## src/rtl/imem_loader_pkg.sv

```systemverilog
// Shared types and constants for the instruction-memory boot loader.
// Frame header width, word packing geometry and the loader FSM encoding.
package imem_loader_pkg;

  localparam int HDR_W          = 16;
  localparam int BYTES_PER_WORD = 4;
  localparam int IDX_W          = $clog2(BYTES_PER_WORD);

  typedef enum logic [2:0] {
    ST_HDR_LO = 3'd0,
    ST_HDR_HI = 3'd1,
    ST_DATA   = 3'd2,
    ST_FLUSH  = 3'd3,
    ST_DONE   = 3'd4,
    ST_ERROR  = 3'd5
  } state_t;

endpackage

```

## src/rtl/imem_loader_byte_packer.sv

```systemverilog
// Packs accepted bytes little-endian into 32-bit words; strobes on the 4th byte.
// The completed word is presented combinationally alongside the strobe.
module imem_loader_byte_packer
  import imem_loader_pkg::*;
(
  input  logic        clk,
  input  logic        reset,
  input  logic        accept_i,
  input  logic        clear_i,
  input  logic [7:0]  byte_i,
  output logic [31:0] word_o,
  output logic        word_complete_o
);

  logic [IDX_W-1:0] idx_q;
  logic [23:0]      lanes_q;

  assign word_complete_o = accept_i && (idx_q == IDX_W'(BYTES_PER_WORD - 1));
  // The top lane never needs storage: it is the byte arriving with the strobe.
  assign word_o          = {byte_i, lanes_q};

  always_ff @(posedge clk or posedge reset) begin
    if (reset) begin
      idx_q   <= '0;
      lanes_q <= '0;
    end else if (clear_i) begin
      idx_q   <= '0;
    end else if (accept_i) begin
      idx_q <= idx_q + IDX_W'(1);
      case (idx_q)
        2'd0:    lanes_q[7:0]   <= byte_i;
        2'd1:    lanes_q[15:8]  <= byte_i;
        2'd2:    lanes_q[23:16] <= byte_i;
        default: ;
      endcase
    end
  end

endmodule

```

## src/rtl/imem_loader.sv

```systemverilog
// Boot loader: parses a counted byte frame, writes packed words to instruction
// memory and holds the core in reset until the last write has been issued.
module imem_loader
  import imem_loader_pkg::*;
#(
  parameter int          DEPTH_WORDS = 256,
  parameter logic [31:0] BASE_ADDR   = 32'h0000_0000
) (
  input  logic        clk,
  input  logic        reset,
  input  logic        start,
  input  logic        s_valid,
  input  logic [7:0]  s_data,
  output logic        s_ready,
  output logic        imem_we,
  output logic [31:0] imem_addr,
  output logic [31:0] imem_wdata,
  output logic        cpu_reset,
  output logic        busy,
  output logic        done,
  output logic        error,
  output logic [15:0] words_loaded
);

  state_t            state_q, state_d;
  logic [HDR_W-1:0]  n_q, n_d;
  logic [15:0]       words_q, words_d;
  logic [31:0]       addr_q, addr_d;
  logic [31:0]       wdata_q, wdata_d;
  logic              we_q, we_d;
  logic              s_ready_q, s_ready_d;
  logic              busy_q, busy_d;
  logic              done_q, done_d;
  logic              error_q, error_d;
  logic              cpu_reset_q, cpu_reset_d;

  logic              accept;
  logic              rearm;
  logic              pk_accept;
  logic              pk_clear;
  logic [31:0]       pk_word;
  logic              pk_complete;
  logic [HDR_W-1:0]  hdr_n;

  assign accept    = s_valid && s_ready_q;
  assign hdr_n     = {s_data, n_q[7:0]};
  assign pk_accept = accept && (state_q == ST_DATA);
  assign pk_clear  = (accept && (state_q == ST_HDR_HI)) || rearm;

  imem_loader_byte_packer u_packer (
    .clk             (clk),
    .reset           (reset),
    .accept_i        (pk_accept),
    .clear_i         (pk_clear),
    .byte_i          (s_data),
    .word_o          (pk_word),
    .word_complete_o (pk_complete)
  );

  always_comb begin
    state_d = state_q;
    n_d     = n_q;
    words_d = words_q;
    addr_d  = addr_q;
    wdata_d = wdata_q;
    we_d    = 1'b0;
    rearm   = 1'b0;
    case (state_q)
      ST_HDR_LO: begin
        if (accept) begin
          n_d     = {n_q[15:8], s_data};
          state_d = ST_HDR_HI;
        end
      end
      ST_HDR_HI: begin
        if (accept) begin
          n_d = hdr_n;
          if (hdr_n == '0)                                state_d = ST_DONE;
          else if ({16'd0, hdr_n} > 32'(DEPTH_WORDS))     state_d = ST_ERROR;
          else                                            state_d = ST_DATA;
        end
      end
      ST_DATA: begin
        if (pk_complete) begin
          we_d    = 1'b1;
          wdata_d = pk_word;
          addr_d  = BASE_ADDR + 32'(words_q) * 32'(BYTES_PER_WORD);
          words_d = words_q + 16'd1;
          if ((words_q + 16'd1) == n_q) state_d = ST_FLUSH;
        end
      end
      // One idle cycle so the final write lands before the core leaves reset.
      ST_FLUSH: state_d = ST_DONE;
      ST_DONE, ST_ERROR: begin
        if (start) begin
          rearm   = 1'b1;
          state_d = ST_HDR_LO;
          words_d = '0;
          addr_d  = BASE_ADDR;
        end
      end
      default: state_d = ST_HDR_LO;
    endcase

    s_ready_d   = (state_d == ST_HDR_LO) || (state_d == ST_HDR_HI) || (state_d == ST_DATA);
    busy_d      = s_ready_d || (state_d == ST_FLUSH);
    done_d      = (state_d == ST_DONE);
    error_d     = (state_d == ST_ERROR);
    cpu_reset_d = (state_d != ST_DONE);
  end

  always_ff @(posedge clk or posedge reset) begin
    if (reset) begin
      state_q     <= ST_HDR_LO;
      n_q         <= '0;
      words_q     <= '0;
      addr_q      <= BASE_ADDR;
      wdata_q     <= '0;
      we_q        <= 1'b0;
      s_ready_q   <= 1'b1;
      busy_q      <= 1'b1;
      done_q      <= 1'b0;
      error_q     <= 1'b0;
      cpu_reset_q <= 1'b1;
    end else begin
      state_q     <= state_d;
      n_q         <= n_d;
      words_q     <= words_d;
      addr_q      <= addr_d;
      wdata_q     <= wdata_d;
      we_q        <= we_d;
      s_ready_q   <= s_ready_d;
      busy_q      <= busy_d;
      done_q      <= done_d;
      error_q     <= error_d;
      cpu_reset_q <= cpu_reset_d;
    end
  end

  assign s_ready      = s_ready_q;
  assign imem_we      = we_q;
  assign imem_addr    = addr_q;
  assign imem_wdata   = wdata_q;
  assign cpu_reset    = cpu_reset_q;
  assign busy         = busy_q;
  assign done         = done_q;
  assign error        = error_q;
  assign words_loaded = words_q;

endmodule

```

## config.mk

```make
export PLATFORM = sky130hd
export DESIGN_NAME = imem_loader
export DESIGN_NICKNAME = d
export VERILOG_FILES = /design/src/rtl/imem_loader_pkg.sv /design/src/rtl/imem_loader_byte_packer.sv /design/src/rtl/imem_loader.sv
export SDC_FILE = /design/constraint.sdc
export NUM_CORES = 1
export LEC_CHECK = 0
export ABC_CLOCK_PERIOD_IN_PS = 7750
export CAP_MARGIN = 20
export CORE_UTILIZATION = 50
export CTS_CLUSTER_SIZE = 12
export DETAILED_ROUTE_END_ITERATION = 8
export PLACE_DENSITY = 0.89
export SYNTH_ARGS = -nofsm -noshare
export SYNTH_HDL_FRONTEND = slang
export SYNTH_SLANG_ARGS = --single-unit
```

## constraint.sdc

```tcl
create_clock -name clk -period 7.75 [get_ports clk]
set_clock_uncertainty 0.1 [all_clocks]
set_input_delay 1.55 -clock clk [delete_from_list [all_inputs] [get_ports clk]]
set_output_delay 1.55 -clock clk [all_outputs]
set_load 0.01 [all_outputs]
```

## Yosys cells after proc, flatten, opt, wreduce, memory -nomap -nowiden

Cells that the tools add are included.

- Order comparisons: 1
- Bitwise logic cells: 3
- Multiplexer cells: 23
- Add/subtract/negate cells: 2
- Eq/ne operators: 17
- Reductions and logical operators: 22

Operators with widths:

| kind | count |
|---|---|
| 32-bit 2-to-1 mux | 2 |
| 16-bit case mux with 2 select lines | 2 |
| 32-bit case mux with 2 select lines | 1 |
| 16-bit 2-to-1 mux | 3 |
| 3-bit 2-to-1 mux | 7 |
| 3-bit AND reduction | 6 |
| 16-bit by 1-bit adder with 16-bit output, second input constant | 1 |
| 16-bit equality test | 1 |
| 16-bit by 9-bit > comparator with 1-bit output, second input constant | 1 |
| 16-bit logical NOT | 1 |
| 3-bit case mux with 5 select lines | 1 |
| 3-bit by 2-bit equality test with 1-bit output, second input constant | 4 |
| 3-bit equality test, second input constant | 4 |
| 8-bit 2-to-1 mux | 1 |
| 3-bit by 1-bit equality test with 1-bit output, second input constant | 2 |
| 3-bit logical NOT | 2 |
| 2-bit equality test, second input constant | 2 |
| 1-bit logical AND | 4 |
| 1-bit logical OR | 4 |
| 1-bit 2-to-1 mux | 4 |
| 2-bit 2-to-1 mux | 2 |
| 2-bit != test, second input constant | 2 |
| 2-bit nonzero test | 2 |
| 3-bit != test, second input constant | 1 |
| 6 further kinds | 8 |

- Output and inout port bits: 86
- Input port bits: 12
- Word-level logic and storage cells: 84
- Bits in registers: 131

## Logic depth before layout (Yosys ltp)

- Depth after elaboration: 9
- Gate-level depth with buffers: 9
- Gate-level depth less buffers: 7

## Hierarchy

A second synthesis with hierarchy kept.

- Cells, all modules: 548
- Area, all modules: 5406.4 um^2

By module, submodules not included:

| module | seq. area each (um^2) | area an instance (um^2) | times used | cells an instance |
|---|---|---|---|---|
| imem_loader | 2230.9 | 4255.3 | 1 | 474 |
| imem_loader_byte_packer | 650.6 | 1151.1 | 1 | 74 |

## Worst setup path after synthesis

OpenSTA, ideal clock, no wires.

- Path type: input to register
- Start: input s_valid
- End: register s_ready_q (netlist: s_ready)
- Required time: 7.573 ns
- Stages: 8
- Slack: 4.640 ns
- Buffers on the path: 1
- Arrival time: 2.933 ns
- Cell sequence: nand2_1 or4b_1 buf_2 clkinv_4 nand4_2 nor4_1 nand4_1 and2_1

- Longest elaborated chain between the ends: 8

RTL lines:

| what | RTL line | RTL |
|---|---|---|
| start: declaration | imem_loader.sv:12 | `input logic s_valid,` |
| 1-bit logical AND (*) | imem_loader.sv:45 | `assign accept = s_valid && s_ready_q;` |
| 1-bit logical AND | imem_loader.sv:47 | `assign pk_accept = accept && (state_q == ST_DATA);` |
| 1-bit logical AND | imem_loader_byte_packer.sv:18 | `assign word_complete_o = accept_i && (idx_q == IDX_W'(BYTES_PER_WORD - 1));` |
| 3-bit 2-to-1 mux | imem_loader.sv:84 | `if (pk_complete) begin` |
| 3-bit case mux with 5 select lines (*) | imem_loader.sv:68 | `case (state_q)` |
| 3-bit by 1-bit equality test with 1-bit output or 3-bit logical NOT (tied branches) | imem_loader.sv:105 | `s_ready_d = (state_d == ST_HDR_LO) \|\| (state_d == ST_HDR_HI) \|\| (state_d == ST_DATA);` |
| 1-bit logical OR | imem_loader.sv:105 |  |
| 1-bit logical OR (*) | imem_loader.sv:105 |  |
| via s_ready_d | imem_loader.sv:31 | `logic s_ready_q, s_ready_d;` |
| end signal: assignment | imem_loader.sv:132 | `s_ready_q <= s_ready_d;` |
| end: declaration | imem_loader.sv:31 |  |

Mark *: on every way through the listed nets, which the timed path passes. The rest lies on a longest branch.
A chain may end at the register's enable or synchronous reset.

## Worst setup path after layout

- Start: input s_valid
- End: register words_q[9] (netlist: words_loaded[9])

- Longest elaborated chain between the ends: 5

RTL lines:

| what | RTL line | RTL |
|---|---|---|
| 1-bit logical AND | imem_loader.sv:45 |  |
| 1-bit logical AND | imem_loader.sv:47 |  |
| 1-bit logical AND | imem_loader_byte_packer.sv:18 |  |
| 2-bit != test (no source line) | -- |  |
| 3-bit AND reduction (no source line) | -- |  |
| end signal: assignment | imem_loader.sv:128 | `words_q <= words_d;` |
| end: declaration | imem_loader.sv:27 | `logic [15:0] words_q, words_d;` |

No other way between the ends.

==> flow_summary.toml <==
[logic_synthesis]
post_synth_inst_count = 536
postSynth.topFlopCell = "sky130_fd_sc_hd__dfrtp_1"
post_synthesis_mean_instance_area_um2 = 9.82
yosysSeqAreaShare_pct = 54.7
synthesis.area_um2 = 5260
ys_warn_count = 0
number_of_synthesized_flops_with_an_enable_pin = 0
synthDistinctLibCells = 48
postSynth.asyncResetShare_pct = 100
ys_ff_latch = 115

[sta]
rsz_0062_raised_after_global_routing = "no"
post-route-worst-setup-slack_ps = 3330
worst_slew_margin_rel_pct = 39.7
fin_tns_setup_ps = 0
setup_violations = 0
finalHoldWorstSlack_ps = 378
min_period_ps = 4420
final-hold-violation-count = 0
tightestPinTransition_ps = 902
part_of_the_cycle_the_worst_path_needs_pct = 57.0
fmaxAchievable_mhz = 226
final_max_slew_viol_count = 0

[pwr]
internal_power_mw = 1.24
design_power_total_mw = 1.73
power.static_leakage_nw = 3.18
share_clk_of_total_power_pct = 43.2
switchingPower_mw = 0.484
pwr-share-seq_pct = 41.1
comb_power_share_pct = 15.7
ir_worst_vdd_uv = 181
p_sw_share_pct = 28.0
power_per_cell_area_nw_per_um2 = 258

[worst_setup_path]
crit_path_max_fanout = 68
cp_data_arrival_time_ps = 4730
critical-path-max-stage-delay_ps = 860
worstSetupEndpointType = "register"
criticalPathCategory = "in -> reg"
worstReg2RegStart = "u_packer.idx_q[0]"
crit_path_start = "s_valid"
crit_family = "buffers and inverters"
cp_slowest_cell = "sky130_fd_sc_hd__nor2_1"
setup.worst_path.start_class = "primary input"
timing.critical_path.buf_inv = 3
required_ps = 8060
crit_chain = "clkdlybuf4s50_1, nand2_1, or4b_2, buf_4, clkinv_4, nor2_1, o21ai_0, o31ai_1"

[final_layout]
final_design_area_no_fill_um2 = 6690
mostFrequentLayoutCell = "sky130_fd_sc_hd__nand2_1"
most_frequent_cells_in_the_layout = "167 x sky130_fd_sc_hd__nand2_1, 112 x sky130_fd_sc_hd__dfrtp_1, 81 x sky130_fd_sc_hd__clkdlybuf4s50_1"
antenna-diode-count = 0
final_core_utilization_pct = 65.1
num-fill-cells = 808
share_of_final_layout_standard_cells_stronger_than_drive_strength_1_pct = 13.6
final_nets = 630
instances_no_fill = 762
area.growth.synth_to_final_pct = 27.1

[drt]
drt.antenna.violating_nets = 0
dr.first_iter.drc_count = 288
viasPerCell = 5.45
via_count_of_the_routed_design = 4155
average_routed_wire_per_standard_cell_um = 16.5
drc_errors = 0
drt_wl_total_um = 12600
drt_first_pass_iters = 5

[placement]
placed_cells_incl_taps = 729
placement.io_buffers = 81
dpl_worst_slack_ps = 2900
routabilityCongestion = 0.844
hpwl_dp_um = 8000
placed_area_um2 = 6090

[clock_network]
cts_buffer_depth = 2
cts_inserted_buffers = 17
cts_tree = "done"
cts_num_sinks = 115
clock_tree.htree_level_count = 4
cts_root_buffer = "sky130_fd_sc_hd__clkbuf_8"
clock_latency_ps = 510
hold_buffers = 0
post_cts_buffers = 0
clkSlewWorstSetupHoldPaths_ps = 60
post_cts_resized = 0

[global_route]
globalRoute.totalOverflow = 0
grt_start_max_net_pins = 89
grt_antenna_before_repair = 0
global_route_wire_length_before_repair_um = 21000
number_of_global_route_vias_before_repair = 4266
gr-usage-all-layers_pct = 24.6

[die]
core.rowCount = 37
initial_utilization_pct = 51.2
ios = 98
area_of_the_core_um2 = 10300
die_height_um = 105
design.die.area_um2 = 10900
die_width_um = 105

[hold_path]
timing.hold.worst.start = "u_packer.lanes_q[2]"
timing.hold.worst.class = "reg -> reg"

[status]
outcome = "finished clean"

[flow_run]
max_cap_viol_count = 0
## registers in the layout, summed over array words and instances (netlist names)
name	cells
imem_wdata	32
u_packer.lanes_q	24
imem_addr	16
n_q	16
words_loaded	16
state_q	3
u_packer.idx_q	2
busy	1
cpu_reset	1
done	1
error	1
imem_we	1
s_ready	1
## tightest hold or removal path, delay by kind of cell, from the launching register on
kind | cells | cell delay [ps]
flops | 1 | 340
simple gates | 2 | 110
## area by class of cell
cell class / count / area [µm²] / area share [%]
Clock buffer: 18 / 418 / 6.25
Clock inverter: 14 / 151 / 2.26
Inverter: 9 / 41.3 / 0.617
Multi-Input combinational cell: 386 / 2170 / 32.5
Sequential cell: 115 / 2880 / 43.1
Tap cell: 136 / 170 / 2.54
Timing Repair Buffer: 84 / 853 / 12.8
## path summary, 6_finish.rpt
check	to	slack, ps	cells after the start
worst min register to register	imem_wdata[2]	380	2
min in group asynchronous	words_loaded[4]	1270	2
max in group asynchronous	s_ready	5330	4
worst max-delay path	words_loaded[9]	3330	8
worst min-delay path	imem_wdata[2]	380	2
worst max register to register	words_loaded[9]	4300	7
## kinds of logic after synthesis
logic type,after synthesis,synth area share (%)
simple gates,256,22.4
flops,115,54.7
compound gates,54,5.82
buf+inv,50,5.04
mux,34,7.25
xor+xnor,21,3.49
fa+ha+maj,5,1.19
other cells,1,0.0712
## per-layer routing
layer	part of all wire (%)	track usage (%)
met1	41	30.3
met2	50	41.3
met3	7.0	6.30
met4	2.3	9.96
met5	0	0
## power groups by stage
stage | combinational (mW) | sequential (mW) | clock (mW)
after floorplan | 0.201 | 0.705 | 0
after global placement | 0.251 | 0.714 | 0
after detailed placement | 0.264 | 0.719 | 0
after CTS | 0.269 | 0.709 | 0.753
after global routing | 0.300 | 0.717 | 0.785
final | 0.271 | 0.710 | 0.745
## Yosys cell counts, types with 2 or more instances
cell type                  number  area (µm²)
sky130_fd_sc_hd__a211oi_1       2        15.0
sky130_fd_sc_hd__a21oi_1        7        35.0
sky130_fd_sc_hd__and2_1         5        31.3
sky130_fd_sc_hd__and3_1         2        12.5
sky130_fd_sc_hd__and3b_1        2        17.5
sky130_fd_sc_hd__buf_1          2        7.51
sky130_fd_sc_hd__buf_2          9        45.0
sky130_fd_sc_hd__buf_4         16         120
sky130_fd_sc_hd__clkbuf_1      13        48.8
sky130_fd_sc_hd__dfrtp_1      112        2800
sky130_fd_sc_hd__dfstp_2        3        78.8
sky130_fd_sc_hd__ha_1           5        62.6
sky130_fd_sc_hd__inv_1          8        30.0
sky130_fd_sc_hd__mux2_2        33         372
sky130_fd_sc_hd__nand2_1      167         627
sky130_fd_sc_hd__nand2b_1       4        25.0
sky130_fd_sc_hd__nand3_1       22         110
sky130_fd_sc_hd__nand4_1        5        31.3
sky130_fd_sc_hd__nand4_2        2        25.0
sky130_fd_sc_hd__nor2_1        18        67.6
sky130_fd_sc_hd__nor3_1         8        40.0
sky130_fd_sc_hd__nor3_2         2        20.0
sky130_fd_sc_hd__nor4_1         2        12.5
sky130_fd_sc_hd__nor4_2         2        25.0
sky130_fd_sc_hd__o211ai_1       2        15.0
sky130_fd_sc_hd__o21ai_0       31         155
sky130_fd_sc_hd__o21ai_1        2        10.0
sky130_fd_sc_hd__o22ai_1        2        12.5
sky130_fd_sc_hd__o31ai_1        5        37.5
sky130_fd_sc_hd__or3b_2         2        17.5
sky130_fd_sc_hd__or4_1          4        30.0
sky130_fd_sc_hd__or4b_1         2        20.0
sky130_fd_sc_hd__xnor2_1       15         131
sky130_fd_sc_hd__xor2_1         6        52.6
Power figures use the tool's default switching activity.
